$ cat src/rtl/mem_port_sched.sv
// Serialises the EX/MEM slot A and slot B memory accesses onto a single-ported
// req/ack data bus in program order, capturing read data per slot and stalling the pipeline meanwhile.
module mem_port_sched #(
  parameter int ADDR_W = 32,
  parameter int DATA_W = 32
) (
  input  logic                clk,
  input  logic                rst,
  input  logic                flush,
  input  logic                a_ce,
  input  logic                b_ce,
  input  logic                a_we,
  input  logic                b_we,
  input  logic [ADDR_W-1:0]   a_addr,
  input  logic [ADDR_W-1:0]   b_addr,
  input  logic [DATA_W-1:0]   a_wdata,
  input  logic [DATA_W-1:0]   b_wdata,
  input  logic [DATA_W/8-1:0] a_sel,
  input  logic [DATA_W/8-1:0] b_sel,
  output logic                bus_req,
  output logic                bus_we,
  output logic [ADDR_W-1:0]   bus_addr,
  output logic [DATA_W-1:0]   bus_wdata,
  output logic [DATA_W/8-1:0] bus_sel,
  input  logic                bus_ack,
  input  logic [DATA_W-1:0]   bus_rdata,
  output logic [DATA_W-1:0]   a_rdata,
  output logic [DATA_W-1:0]   b_rdata,
  output logic                stall_req
);

  typedef enum logic [1:0] {
    IDLE  = 2'd0,
    REQ_A = 2'd1,
    REQ_B = 2'd2,
    DONE  = 2'd3
  } state_t;

  state_t              state_q, state_d;
  logic                abort_q, abort_d;
  logic [DATA_W-1:0]   a_rdata_q, a_rdata_d;
  logic [DATA_W-1:0]   b_rdata_q, b_rdata_d;

  always_ff @(posedge clk) begin
    if (rst) begin
      state_q   <= IDLE;
      abort_q   <= 1'b0;
      a_rdata_q <= '0;
      b_rdata_q <= '0;
    end else begin
      state_q   <= state_d;
      abort_q   <= abort_d;
      a_rdata_q <= a_rdata_d;
      b_rdata_q <= b_rdata_d;
    end
  end

  always_comb begin
    state_d   = state_q;
    abort_d   = abort_q;
    a_rdata_d = a_rdata_q;
    b_rdata_d = b_rdata_q;
    bus_req   = 1'b0;
    bus_we    = 1'b0;
    bus_addr  = '0;
    bus_wdata = '0;
    bus_sel   = '0;
    stall_req = 1'b0;

    case (state_q)
      IDLE: begin
        abort_d   = 1'b0;
        stall_req = (a_ce | b_ce) & ~flush;
        if (flush)     state_d = IDLE;
        else if (a_ce) state_d = REQ_A;
        else if (b_ce) state_d = REQ_B;
        else           state_d = IDLE;
      end

      REQ_A: begin
        bus_req   = 1'b1;
        bus_we    = a_we;
        bus_addr  = a_addr;
        bus_wdata = a_wdata;
        bus_sel   = a_sel;
        stall_req = 1'b1;
        // A beat in flight is never withdrawn; a flush only cancels what follows it.
        if (flush) abort_d = 1'b1;
        if (bus_ack) begin
          if (!a_we) a_rdata_d = bus_rdata;
          if (abort_q | flush) begin
            state_d = IDLE;
            abort_d = 1'b0;
          end else if (b_ce) begin
            state_d = REQ_B;
          end else begin
            state_d = DONE;
          end
        end
      end

      REQ_B: begin
        bus_req   = 1'b1;
        bus_we    = b_we;
        bus_addr  = b_addr;
        bus_wdata = b_wdata;
        bus_sel   = b_sel;
        stall_req = 1'b1;
        if (flush) abort_d = 1'b1;
        if (bus_ack) begin
          if (!b_we) b_rdata_d = bus_rdata;
          if (abort_q | flush) begin
            state_d = IDLE;
            abort_d = 1'b0;
          end else begin
            state_d = DONE;
          end
        end
      end

      DONE: begin
        // Single release cycle so the pipeline consumes a_rdata/b_rdata.
        state_d = IDLE;
      end

      default: begin
        state_d = IDLE;
        abort_d = 1'b0;
      end
    endcase
  end

  assign a_rdata = a_rdata_q;
  assign b_rdata = b_rdata_q;

endmodule
$ cat config.mk
export PLATFORM = sky130hd
export DESIGN_NAME = mem_port_sched
export DESIGN_NICKNAME = d
export VERILOG_FILES = /design/src/rtl/mem_port_sched.sv
export SDC_FILE = /design/constraint.sdc
export NUM_CORES = 1
export LEC_CHECK = 0
export ABC_AREA = 1
export BUFFER_PORTS_ARGS = -buffer_cell sky130_fd_sc_hd__buf_2
export CORE_AREA = 4 4 118 120
export CTS_CLUSTER_DIAMETER = 200
export DETAILED_ROUTE_END_ITERATION = 12
export DIE_AREA = 0 0 122 124
export GPL_TIMING_DRIVEN = 0
export MAX_ROUTING_LAYER = met4
export PLACE_DENSITY = 0.61
export SYNTH_ARGS = -nofsm -noshare
export SYNTH_HDL_FRONTEND = slang
export SYNTH_SLANG_ARGS = --single-unit
$ cat constraint.sdc
create_clock -name clk -period 1.8 [get_ports clk]
set_input_delay 0.36 -clock clk [delete_from_list [all_inputs] [get_ports clk]]
set_output_delay 0.36 -clock clk [all_outputs]
set_load 0.01 [all_outputs]
# [After elaboration in Yosys (flattened, before gate mapping)]
# Index checks and enable logic that the tools add are counted.
[totals] register_bits=67 output_inout_bits=135 wordCells=40
[op_classes] eq_ne=5 n_mux=19 bitwise=6 n_reduce_logical=6
[ops] operator="$pmux 32 s2" n=2
[ops] operator="$mux 2" n=7
[ops] operator="$pmux 2 s4" n=1
[ops] operator="$pmux 4 s2" n=1
[ops] operator="$pmux 1 s2" n=3
[ops] operator="$reduce_and 3->1" n=2
[ops] operator="$mux 1" n=5
[ops] operator="$eq 2x2->1 const B" n=2
[ops] operator="$ne 2x2->1 const B" n=2
[ops] operator="$not 1->1" n=3
[ops] operator="$eq 2x1->1 const B" n=1
[ops] operator="$logic_not 2->1" n=1
[ops] operator="$or 1x1->1" n=2
[ops] operator="$reduce_and 2->1" n=1
[ops] operator="$reduce_bool 2->1" n=1
[ops] operator="$reduce_or 2->1" n=1
[ops] operator="$and 1x1->1" n=1

# [Longest topological paths before layout]
# Gate-level depths: netlist of the first run.
[logic_depth] depth_word=4 mapped_depth=10

# [Worst setup path before layout of the first run]
# Ideal clock, no wire load.
[synth_timing] path_type="register -> output" startpoint="register state_q[0]" endpoint="output stall_req" t_arrival_ps=1326 required_ps=1440 setup_slack_ps=114 stages_incl_launch_ff=6 path_buffers=1 cell_sequence="dfxtp_1 inv_1 ha_1 inv_2 clkbuf_1 a21oi_1"
[synth_between] elab_chain_cells=3 word_cells_on_any_way=5
[synth_lines] item="from (decl)" line="39" text="state_t state_q, state_d;"
[synth_lines] item="from (signal assigned)" line="51" text="state_q <= state_d;"
[synth_lines] item="$eq 2x2->1 / $eq 2x1->1 (equally long branches)" line="70" text="case (state_q)"
[synth_lines] item="$reduce_or 2->1 (no line)"
[synth_lines] item="$pmux 1 s2 (*)" line="70"
[synth_lines] item="to (decl)" line="29" text="output logic stall_req"
# Every way passes the cells marked *; elsewhere a longest branch is shown, timed or not.

# [Final worst setup path of the first run]
[layout_timing] startpoint="register state_q[0]" endpoint="output bus_addr[13]"
[layout_between] elab_chain_cells=2 word_cells_on_any_way=3
[layout_lines] item="$eq 2x2->1 / $eq 2x1->1 (equally long branches)" line="70"
[layout_lines] item="$pmux 32 s2 (*)" line="70"
[layout_lines] item="to (decl)" line="22" text="output logic [ADDR_W-1:0] bus_addr,"
# Marks and branches as above.

==> results of run 1 <==
-- metal layers --
layer / GRT usage / routed length, um
met1: 0.249 / 6950
met4: 0.105 / 624
met2: 0.364 / 8880
met5: - / 0
met3: 0.0572 / 1660
-- area by class of cell --
type | count | area (um^2)
inverters | 16 | 80.1
multi-input cells | 433 | 2270
plain buffers | 41 | 443
flip-flops and latches | 67 | 1350
clock inverters | 2 | 10.0
repair buffers | 327 | 1810
diodes | 4 | 10.0
well taps | 176 | 220
fillers | 1365 | 6520
clock buffers | 13 | 270
-- critical path, delay by kind of cell (launching register included) --
kind                     cells  cell delay, ps
AO/OA/AOI/OAI                1             160
buffers and inverters        5             610
adder cells (fa/ha/maj)      1             130
flip-flops                   1             370
AND/OR/NAND/NOR              1              60
-- report_power, final --
group,switching [mW],internal [mW]
clock,0.601,1.03
combinational,0.754,0.631
sequential,0.0334,1.54
-- per-stage QoR --
step	setup TNS [ps]	hold WS (ps)	instances	power, mW
CTS	-10240	264	1073	4.51
finish	-8580	275	1079	4.59
global placement	-8480	472	1044	2.55
detailed placement	-8740	475	1044	2.55
floorplan	0	475	558	2.08
global route	-13480	269	1079	4.81
-- cells by family (layout without fill, tap and decap cells) --
family	Yosys count	after routing
simple gates	290	290
compound gates	138	138
flops	67	67
buf+inv	58	399
fa+ha+maj	5	5
other cells	0	4
-- state kept, by name, summed over array words and instances (netlist names) --
| signal | cells |
|---|---|
| b_rdata | 32 |
| a_rdata | 32 |
| state_q | 2 |
| abort_q | 1 |
-- path summary, 6_finish.rpt --
path                       startpoint                  endpoint  slack, ps  cells past startpoint
max           state_q[0]$_SDFFE_PP0P_              bus_addr[13]       -210                      8
min                      bus_rdata[5]   a_rdata[5]$_SDFFE_PP0P_        270                      3
max reg2reg   state_q[0]$_SDFFE_PP0P_  b_rdata[18]$_SDFFE_PP0P_        150                     10
min reg2reg  b_rdata[19]$_SDFFE_PP0P_  b_rdata[19]$_SDFFE_PP0P_        490                      2
-- what timing repair did --
| item | in CTS | in global routing |
|---|---|---|
| hold endpoints to repair | 0 | 0 |
| pin swaps | 7 | 16 |
| buffers inserted | 7 | 1 |
| gates cloned | 7 | 2 |
| setup endpoints to repair | 70 | 87 |
| resized for setup | 121 | 63 |
-- placed cells by master, fill, tap and decap left out, types with 3 or more instances in the layout --
master	Yosys	routed
buf_4	7	17
inv_4	1	3
ha_4	0	3
buf_2	13	300
o21ai_0	5	5
nand3_1	3	3
inv_1	13	11
nand2_2	2	21
nand2_4	0	4
a21oi_2	0	45
clkbuf_16	0	12
buf_8	0	7
clkbuf_1	13	7
dfxtp_1	67	65
nand2_1	146	123
buf_6	9	28
nor2_2	17	17
nor2_1	118	118
a21oi_4	0	6
clkbuf_8	0	8
a21oi_1	72	21
o21ai_1	60	60
diode_2	0	4
==> results.md, run 1 <==
- Remaining DRCs: 0
- TritonCTS clock tree: done
- Initial antenna violation count: 4
- CP arrival: 1650 ps
- CP dominant cell by count: buf_6
- Distinct cell type count after synthesis: 20
- Clock tree sinks: 67
- Cell accounting for the most synthesized area: dfxtp_1
- Final setup margin: -212 ps
- Skew-Pair Late Insertion Delay: about 320 ps
- Max stage delay on crit path: 370 ps
- Clock skew: 5.43 ps
- Leak: 3.25 nW
- Power per cell area: roughly 710 nW/um^2
- Total CTS buffers: 9
- Max clock buf depth: 2
- Slew Viols, Final: 0
- Final Cell Area: 6460 um^2
- Final setup viols: 70
- I/O pins: 311
- CP Class: reg2out
- Synth top area cells: dfxtp_1, nand2_1, nor2_1, a21oi_1, o21ai_1
- Most numerous cell in the Yosys netlist: nand2_1
- Die Width: 122 um
- Fraction of layout cells with a size suffix above 1: 0.535
- Placed Area: 5360 um^2
- Relative slew slack: 0.630
- CTS Hold Bufs: 0
- Clock tree root buffer cell: clkbuf_16
- Xor/xnor share of the synthesized area: 0
- Total core area: about 13000 um^2
- Post-layout min period: 2010 ps
- EDFF count, synth: 0
- DRT Pass-1 Iters: 4
- Dpl hpwl: between 10000 and 15000 um
- Max H-tree Level: 3
- Number of global-route vias before repair: 4606
- Top cell type's share of synthesized area: 0.374
- Post-Syn Nets: 739
- Sequential element share of the synthesized area: 0.374
- Initial Utilization: 0.276
- Total grt overflow: 0
- Largest family of logic cells by synthesized area: simple AND/OR/NAND/NOR gates
- Buffers on Ports: 310
- Final wirelength: ~18000 um
- Most frequent cells after synthesis: nand2_1, nor2_1, a21oi_1
- Avg Synthesized Cell Area: 6.43 um^2
- DR vias: 4951
- Post-synthesis compound-gate area fraction: 0.193
- RSZ-0062 raised after global routing: true
- Synth Area in Simple Gates: 0.323
- HP Class: in2reg
- Proportion of synthesized area in mux cells: 0
- Max-Cap Viols: 0
- Top FF cell, synth: dfxtp_1
- Required @ worst endpoint: 1440 ps
- # rows: 42
- CP max stage cell: dfxtp_4
- Crit end category: output port
- Fmax: about 0.5 GHz
- Fin crit share: 1.12
- Worst-path cell chain: inv_4 > ha_4 > buf_6 > buf_6 > buf_6 > nand2_1 > a21oi_1 > buf_2
- Antenna-violating nets left: 0
- First-pass GRT wire length: 25000 um
- Post-Synth Adder-Cell Area: 0.0174
- P&R area growth vs syn: 80.0%
- Dpl ws: -234 ps
- Number of synthesized register bits: 67
- Failing checks: setup timing
- Synth async-reset ratio: 0
- Mapped Area: about 3600 um^2
- Wire per inst: 16.8 um
- Pin count of the biggest net entering global routing: 11
- Nets: ~1100
- Synthesized instance count: 558
- Initial DRC Count: ~370
- CP max FO: 7
- Die H: about 120 um
- Die Area: about 15000 um^2
- Worst Setup Start Kind: flop
- Slew @ Worst Pin: 555 ps
- GRT Total Usage: 0.220
- Post-Route Utilization: 0.497
- VDD IR max: 517 uV
- Vias per cell: 4.59
- Synth warn: 0
- Gpl congestion: 0.885
- Outcome: finished with violations
- Final Hold Fails: 0
- Clock-pin slew on the worst setup and hold paths: roughly 60 ps
Note: power is estimated with default switching activity, not from simulation.
==> run 2: changes to the inputs <==
--- a/config.mk
+++ b/config.mk
@@ -8,5 +8,5 @@
 export ABC_AREA = 1
 export BUFFER_PORTS_ARGS = -buffer_cell sky130_fd_sc_hd__buf_2
-export CORE_AREA = 4 4 118 120
+export CORE_AREA = 2 2 120 122
 export CTS_CLUSTER_DIAMETER = 200
 export DETAILED_ROUTE_END_ITERATION = 12
@@ -14,5 +14,5 @@
 export GPL_TIMING_DRIVEN = 0
 export MAX_ROUTING_LAYER = met4
-export PLACE_DENSITY = 0.61
+export PLACE_DENSITY = 0.58
 export SYNTH_ARGS = -nofsm -noshare
 export SYNTH_HDL_FRONTEND = slang
==> constraint.sdc (replaced) <==
create_clock -name clk -period 1.8 [get_ports clk]
set_input_delay 0.36 -clock clk [delete_from_list [all_inputs] [get_ports clk]]
set_output_delay 0.36 -clock clk [all_outputs]
set_load 0.02 [all_outputs]
==> run 2 against run 1 <==
  * The run still ends with setup timing left
  * Maximum frequency grew 1.8%
  * Sequential power about the same
  * Clock-buffer cell count down 2
  * Clock power grew 6%
  * Sequential cell count is the same
  * Setup slack better by 36 ps
  * Largest cell class is now non-clock buffers
  * Highest routed layer unchanged
==> results.md, run 2 (same netlist as run 1, synthesis figures left out) <==
- Dpl hpwl: 13400 um (-2.7%)
- Max clock buf depth: 2 (unchanged)
- Initial DRC Count: 279 (-25%)
- Max-Cap Viols: 0 (unchanged)
- Worst Setup Start Kind: flop
- Clock skew: 5.00 ps (-0.431 ps)
- Relative slew slack: 0.665 (+0.0350)
- Leak: 3.24 nW (-0.23%)
- Slew @ Worst Pin: 502 ps (-52.5 ps)
- DRT Pass-1 Iters: 4 (unchanged)
- Total CTS buffers: 9 (unchanged)
- RSZ-0062 raised after global routing: true
- First-pass GRT wire length: 24500 um (-2.0%)
- CP max FO: 8 (+1)
- Post-layout min period: 1980 ps (-36.1 ps)
- Placed Area: 5390 um^2 (+0.58%)
- Initial Utilization: 0.261 (-0.0149)
- Die H: 124 um (unchanged)
- GRT Total Usage: 0.219 (-0.000261)
- # rows: 43 (+2.4%)
- Die Width: 122 um (unchanged)
- Final wirelength: 17700 um (-2.2%)
- TritonCTS clock tree: done
- I/O pins: 311 (unchanged)
- Final setup margin: -176 ps (+36.1 ps)
- VDD IR max: 560 uV (+8.1%)
- Fin crit share: 1.10 (-0.0200)
- Die Area: 15100 um^2 (unchanged)
- Skew-Pair Late Insertion Delay: 330 ps (about the same)
- Buffers on Ports: 310 (unchanged)
- Total core area: 13700 um^2 (+5.7%)
- Final Hold Fails: 0 (unchanged)
- Fraction of layout cells with a size suffix above 1: 0.557 (+0.0218)
- Final Cell Area: 6780 um^2 (+5.0%)
- Remaining DRCs: 0 (unchanged)
- Wire per inst: 16.4 um (-2.5%)
- HP Class: in2reg
- Setup_tns: -8450 ps (+130 ps)
- Clock tree root buffer cell: clkbuf_16
- Most frequent cells in the layout: buf_2, nand2_1, nor2_1, dfxtp_1, buf_6
- Fmax: 0.506 GHz (+1.8%)
- Nets: 1074 (-0.19%)
- CP Class: reg2out
- Commonest non-fill, non-tap cell in the layout: buf_2
- Power Total: 4.87 mW (+6.0%)
- Post-Route Utilization: 0.494 (-0.00328)
- Vias per cell: 4.46 (-2.7%)
- Gpl congestion: 0.834 (-5.8%)
- Dpl ws: -319 ps (-85.5 ps)
- Total grt overflow: 0 (unchanged)
- Required @ worst endpoint: 1440 ps (about the same)
- Max H-tree Level: 3 (unchanged)
- Initial antenna violation count: 4 (unchanged)
- P&R area growth vs syn: 89.0%
- Pin count of the biggest net entering global routing: 12 (+1)
- DR vias: 4831 (-2.4%)
- CP arrival: 1620 ps (-30 ps)
- Number of global-route vias before repair: 4523 (-1.8%)
- Outcome: finished with violations
- Power per cell area: 718 nW/um^2 (+0.98%)
- Slew Viols, Final: 0 (unchanged)
- Crit end category: output port
- Antenna-violating nets left: 0 (unchanged)
- Final setup viols: 70 (unchanged)
- Failing checks: setup timing
- Clock tree sinks: 67 (unchanged)
- Clock-pin slew on the worst setup and hold paths: 60 ps (about the same)
## run 2: cell count changes in the layout (fill, tap and decap cells not counted), sizes merged
cell / delta
buf: +3
clkinvlp: +1
clkbuf: -7
bufinv: +1
clkinv: +1
## run 2: layout make-up
type / count / area (um^2)
Fill cell: 1401 / 6940
Multi-Input combinational cell: 433 / 2330
Timing Repair Buffer: 326 / 2050
Sequential cell: 67 / 1350
Buffer: 40 / 439
Clock buffer: 11 / 243
Tap cell: 180 / 225
Inverter: 16 / 75.1
Clock inverter: 5 / 52.6
Antenna cell: 4 / 10.0
## run 2: worst paths after layout
| check | from | to | slack (ps) | depth (start not counted) |
|---|---|---|---|---|
| worst min-delay path | bus_rdata[5] | a_rdata[5]$_SDFFE_PP0P_ | 270 | 3 |
| worst max register to register | state_q[1]$_SDFFE_PP0P_ | a_rdata[6]$_SDFFE_PP0P_ | 210 | 10 |
| worst max-delay path | state_q[0]$_SDFFE_PP0P_ | bus_addr[6] | -180 | 7 |
| worst min register to register | b_rdata[19]$_SDFFE_PP0P_ | b_rdata[19]$_SDFFE_PP0P_ | 490 | 2 |
## run 2: worst max-delay path: stages (launching register included)
cell     delay, ps
dfxtp_4        370
inv_4           80
ha_4           200
buf_6          150
buf_6          140
nand2_2         60
a21oi_2        150
buf_6          140
## run 2: per-stage QoR
step,hold slack (ps),instances
floorplan,475,558
global placement,472,1048
detailed placement,475,1048
CTS,257,1076
global route,263,1082
finish,268,1082
## run 2: where the power goes
group          internal [mW]  total [mW]  switching, mW  leakage [nW]
Sequential              1.54        1.57         0.0329         0.543
Clock                   1.10        1.73          0.632         0.145
Combinational          0.688        1.56          0.874          2.56
## run 2: what timing repair did
item,in CTS,in global routing
hold buffers,0,0
setup buffers,9,2
gates resized for setup,216,68
pin swaps,12,13
endpoints found under the setup margin,70,70
cloned,3,2
## run 2: layer usage
| layer | up-vias | track usage | share of wire |
|---|---|---|---|
| met3 | 19 | 0.0687 | 0.089 |
| met1 | 2172 | 0.245 | 0.40 |
| met2 | 182 | 0.385 | 0.50 |
| li1 | 2458 | - | - |
| met4 | 0 | 0.0496 | 0.015 |
| met5 | - | - | 0 |
==> run 3: changes to the inputs <==
Settings changed: CELL_PAD_IN_SITES_DETAIL_PLACEMENT from default to 2, CELL_PAD_IN_SITES_GLOBAL_PLACEMENT from default to 2, CORE_AREA 2 2 120 122 to default, CORE_ASPECT_RATIO from default to 0.5, CORE_UTILIZATION from default to 17, DIE_AREA 0 0 122 124 to default, MAX_ROUTING_LAYER met4 to default, PLACE_DENSITY 0.58 to 0.79.
==> run 3 against run 2 <==
  * The flow still finishes with violations (setup timing)
  * Combinational power increased by 16%
  * Die area increased by 44%
  * Clock power decreased by 7%
  * Critical path depth decreased by 1
  * Non-clock buffer count increased by 10
  * Via count increased by 5.6%
  * Hold slack improved by 4.5 ps
  * Design area increased by 7.4%
  * Critical endpoint is now bus_wdata[12]
==> results.md, run 3 (same netlist as run 1, synthesis figures left out) <==
- Required @ worst endpoint: 1440 ps (about the same)
- Outcome: finished with violations
- Clock power share: 0.322 (-0.034)
- Final wirelength: 20300 um (+14%)
- Clock tree root buffer cell: clkbuf_16
- Fin crit share: 1.14 (+0.0443)
- TritonCTS clock tree: done
- Pint: 3.30 mW (-0.82%)
- Logic pwr share: 0.363 (+0.042)
- Final hold slack: 273 ps (+4.52 ps)
- Power Total: 4.99 mW (+2.5%)
- Dpl hpwl: 14800 um (+10%)
- Gpl congestion: 0.791 (-5.2%)
- Relative slew slack: 0.673 (+0.00751)
- P&R area growth vs syn: 103%
- Post-layout min period: 2060 ps (+79.7 ps)
- DRT Pass-1 Iters: 4 (unchanged)
- Total CTS buffers: 9 (unchanged)
- Fraction of layout cells with a size suffix above 1: 0.576 (+0.0192)
- Wire per inst: 17.1 um (+4.8%)
- Initial Utilization: 0.174 (-0.0873)
- DR vias: 5102 (+5.6%)
- # rows: 37 (-14%)
- I/O pins: 311 (unchanged)
- Initial DRC Count: 176 (-37%)
- Most frequent cells in the layout: buf_2, nor2_1, nand2_1, dfxtp_1, o21ai_1
- Sw power: 1.69 mW (+9.7%)
- Setup_tns: -11880 ps (-3430 ps)
- Antenna-violating nets left: 0 (unchanged)
- Clock tree sinks: 67 (unchanged)
- CP Class: reg2out
- Max H-tree Level: 3 (unchanged)
- Placed Area: 5510 um^2 (+2.2%)
- Slew @ Worst Pin: 491 ps (-11.3 ps)
- First-pass GRT wire length: 29900 um (+22%)
- CP max stage cell: dfxtp_4
- Die H: 105 um (-16%)
- Total grt overflow: 0 (unchanged)
- Final setup margin: -255 ps (-79.7 ps)
- Nets: 1084 (+0.93%)
- Final Hold Fails: 0 (unchanged)
- VDD IR max: 378 uV (-32%)
- Final Cell Area: 7280 um^2 (+7.4%)
- CP arrival: 1700 ps (+80 ps)
- Pin count of the biggest net entering global routing: 13 (+1)
- Worst-path cell chain: inv_6 > ha_4 > inv_8 > clkbuf_16 > a21oi_1 > buf_4
- Crit end category: output port
- Skew-Pair Late Insertion Delay: 330 ps (about the same)
- CP max FO: 11 (+3)
- Slew Viols, Final: 0 (unchanged)
- Sw frac: 0.338 (+0.0222)
- Die Area: 21700 um^2 (+44%)
- Power per cell area: 685 nW/um^2 (-4.6%)
- Commonest non-fill, non-tap cell in the layout: buf_2
- Final setup viols: 70 (unchanged)
- Total core area: 20600 um^2 (+50%)
- Post-Route Utilization: 0.354 (-0.141)
- Initial antenna violation count: 1 (-3)
- Number of global-route vias before repair: 5503 (+22%)
- Buffers on Ports: 310 (unchanged)
- Remaining DRCs: 0 (unchanged)
- CTS Hold Bufs: 0 (unchanged)
- Clock skew: 9.35 ps (+4.35 ps)
- HP Class: in2reg
- Vias per cell: 4.32 (-3.3%)
- Max stage delay on crit path: 390 ps (+20 ps)
- Worst Setup Start Kind: flop
- Failing checks: setup timing
- Clock-pin slew on the worst setup and hold paths: 60 ps (about the same)
- Fmax: 0.487 GHz (-3.9%)
- Die Width: 207 um (+70%)
- Reg power frac: 0.315 (-0.008)
- GRT Total Usage: 0.174 (-0.0459)
- Max clock buf depth: 2 (unchanged)
- RSZ-0062 raised after global routing: true
- Max-Cap Viols: 0 (unchanged)
- Leak: 3.53 nW (+8.7%)
## run 3: changes by cell type in the layout (fill, tap and decap cells not counted), moves of 8 or more
cell       change
buf_4          +8
nand2_1       -14
nand2_4       +22
clkbuf_16      +9
nand2_2        -8
buf_6         -15
## run 3: per-stage QoR
stage | setup WS, ps | instances
after floorplan | -78.9 | 558
after global placement | -437 | 1141
after detailed placement | -480 | 1141
after CTS | -226 | 1170
after global routing | -336 | 1182
final | -255 | 1182
## run 3: layout make-up
cell class                 instances  area [um^2]
fill                            2390        13300
clock inverter                     6         41.3
sequential                        67         1350
clock buffer                      10          229
timing repair buffer             334         2190
multi-input combinational        433         2500
tap                              273          342
antenna                            1         2.50
buffer                            42          552
inverter                          16         80.1
## run 3: worst max-delay path, delay by kind of cell, from the launching register on
family | cells | cell delay [ps]
AOI/OAI and AO/OA | 1 | 190
DFF | 1 | 390
buffers and inverters | 4 | 480
adders and majority gates | 1 | 290
## run 3: per-layer routing
layer | share of wire | wire length, um | track usage
met5 | 0 | 0 | 0
met4 | 0.013 | 256 | 0.0357
met3 | 0.033 | 662 | 0.0258
met2 | 0.56 | 11300 | 0.354
met1 | 0.40 | 8080 | 0.188
## run 3: final timing paths
check	startpoint	to	slack, ps	depth (start not counted)
worst max-delay path	state_q[0]$_SDFFE_PP0P_	bus_wdata[12]	-260	6
worst max register to register	state_q[0]$_SDFFE_PP0P_	b_rdata[23]$_SDFFE_PP0P_	70	10
worst min-delay path	bus_rdata[13]	b_rdata[13]$_SDFFE_PP0P_	270	3
worst min register to register	a_rdata[30]$_SDFFE_PP0P_	a_rdata[30]$_SDFFE_PP0P_	490	2
## run 3: what timing repair did
action	4_1_cts	5_1_grt
cloned	3	7
gates resized for setup	237	85
setup endpoints to repair	70	71
pin swaps	10	30
buffers inserted	10	4
## run 3: power by group through the flow
| stage | Combinational, mW | Sequential, mW | Clock [mW] |
|---|---|---|---|
| finish | 1.81 | 1.57 | 1.61 |
| global route | 1.93 | 1.58 | 1.70 |
| CTS | 1.59 | 1.57 | 1.66 |
| detailed placement | 1.11 | 1.60 | 0 |
| global placement | 1.08 | 1.60 | 0 |
| floorplan | 0.531 | 1.66 | 0 |
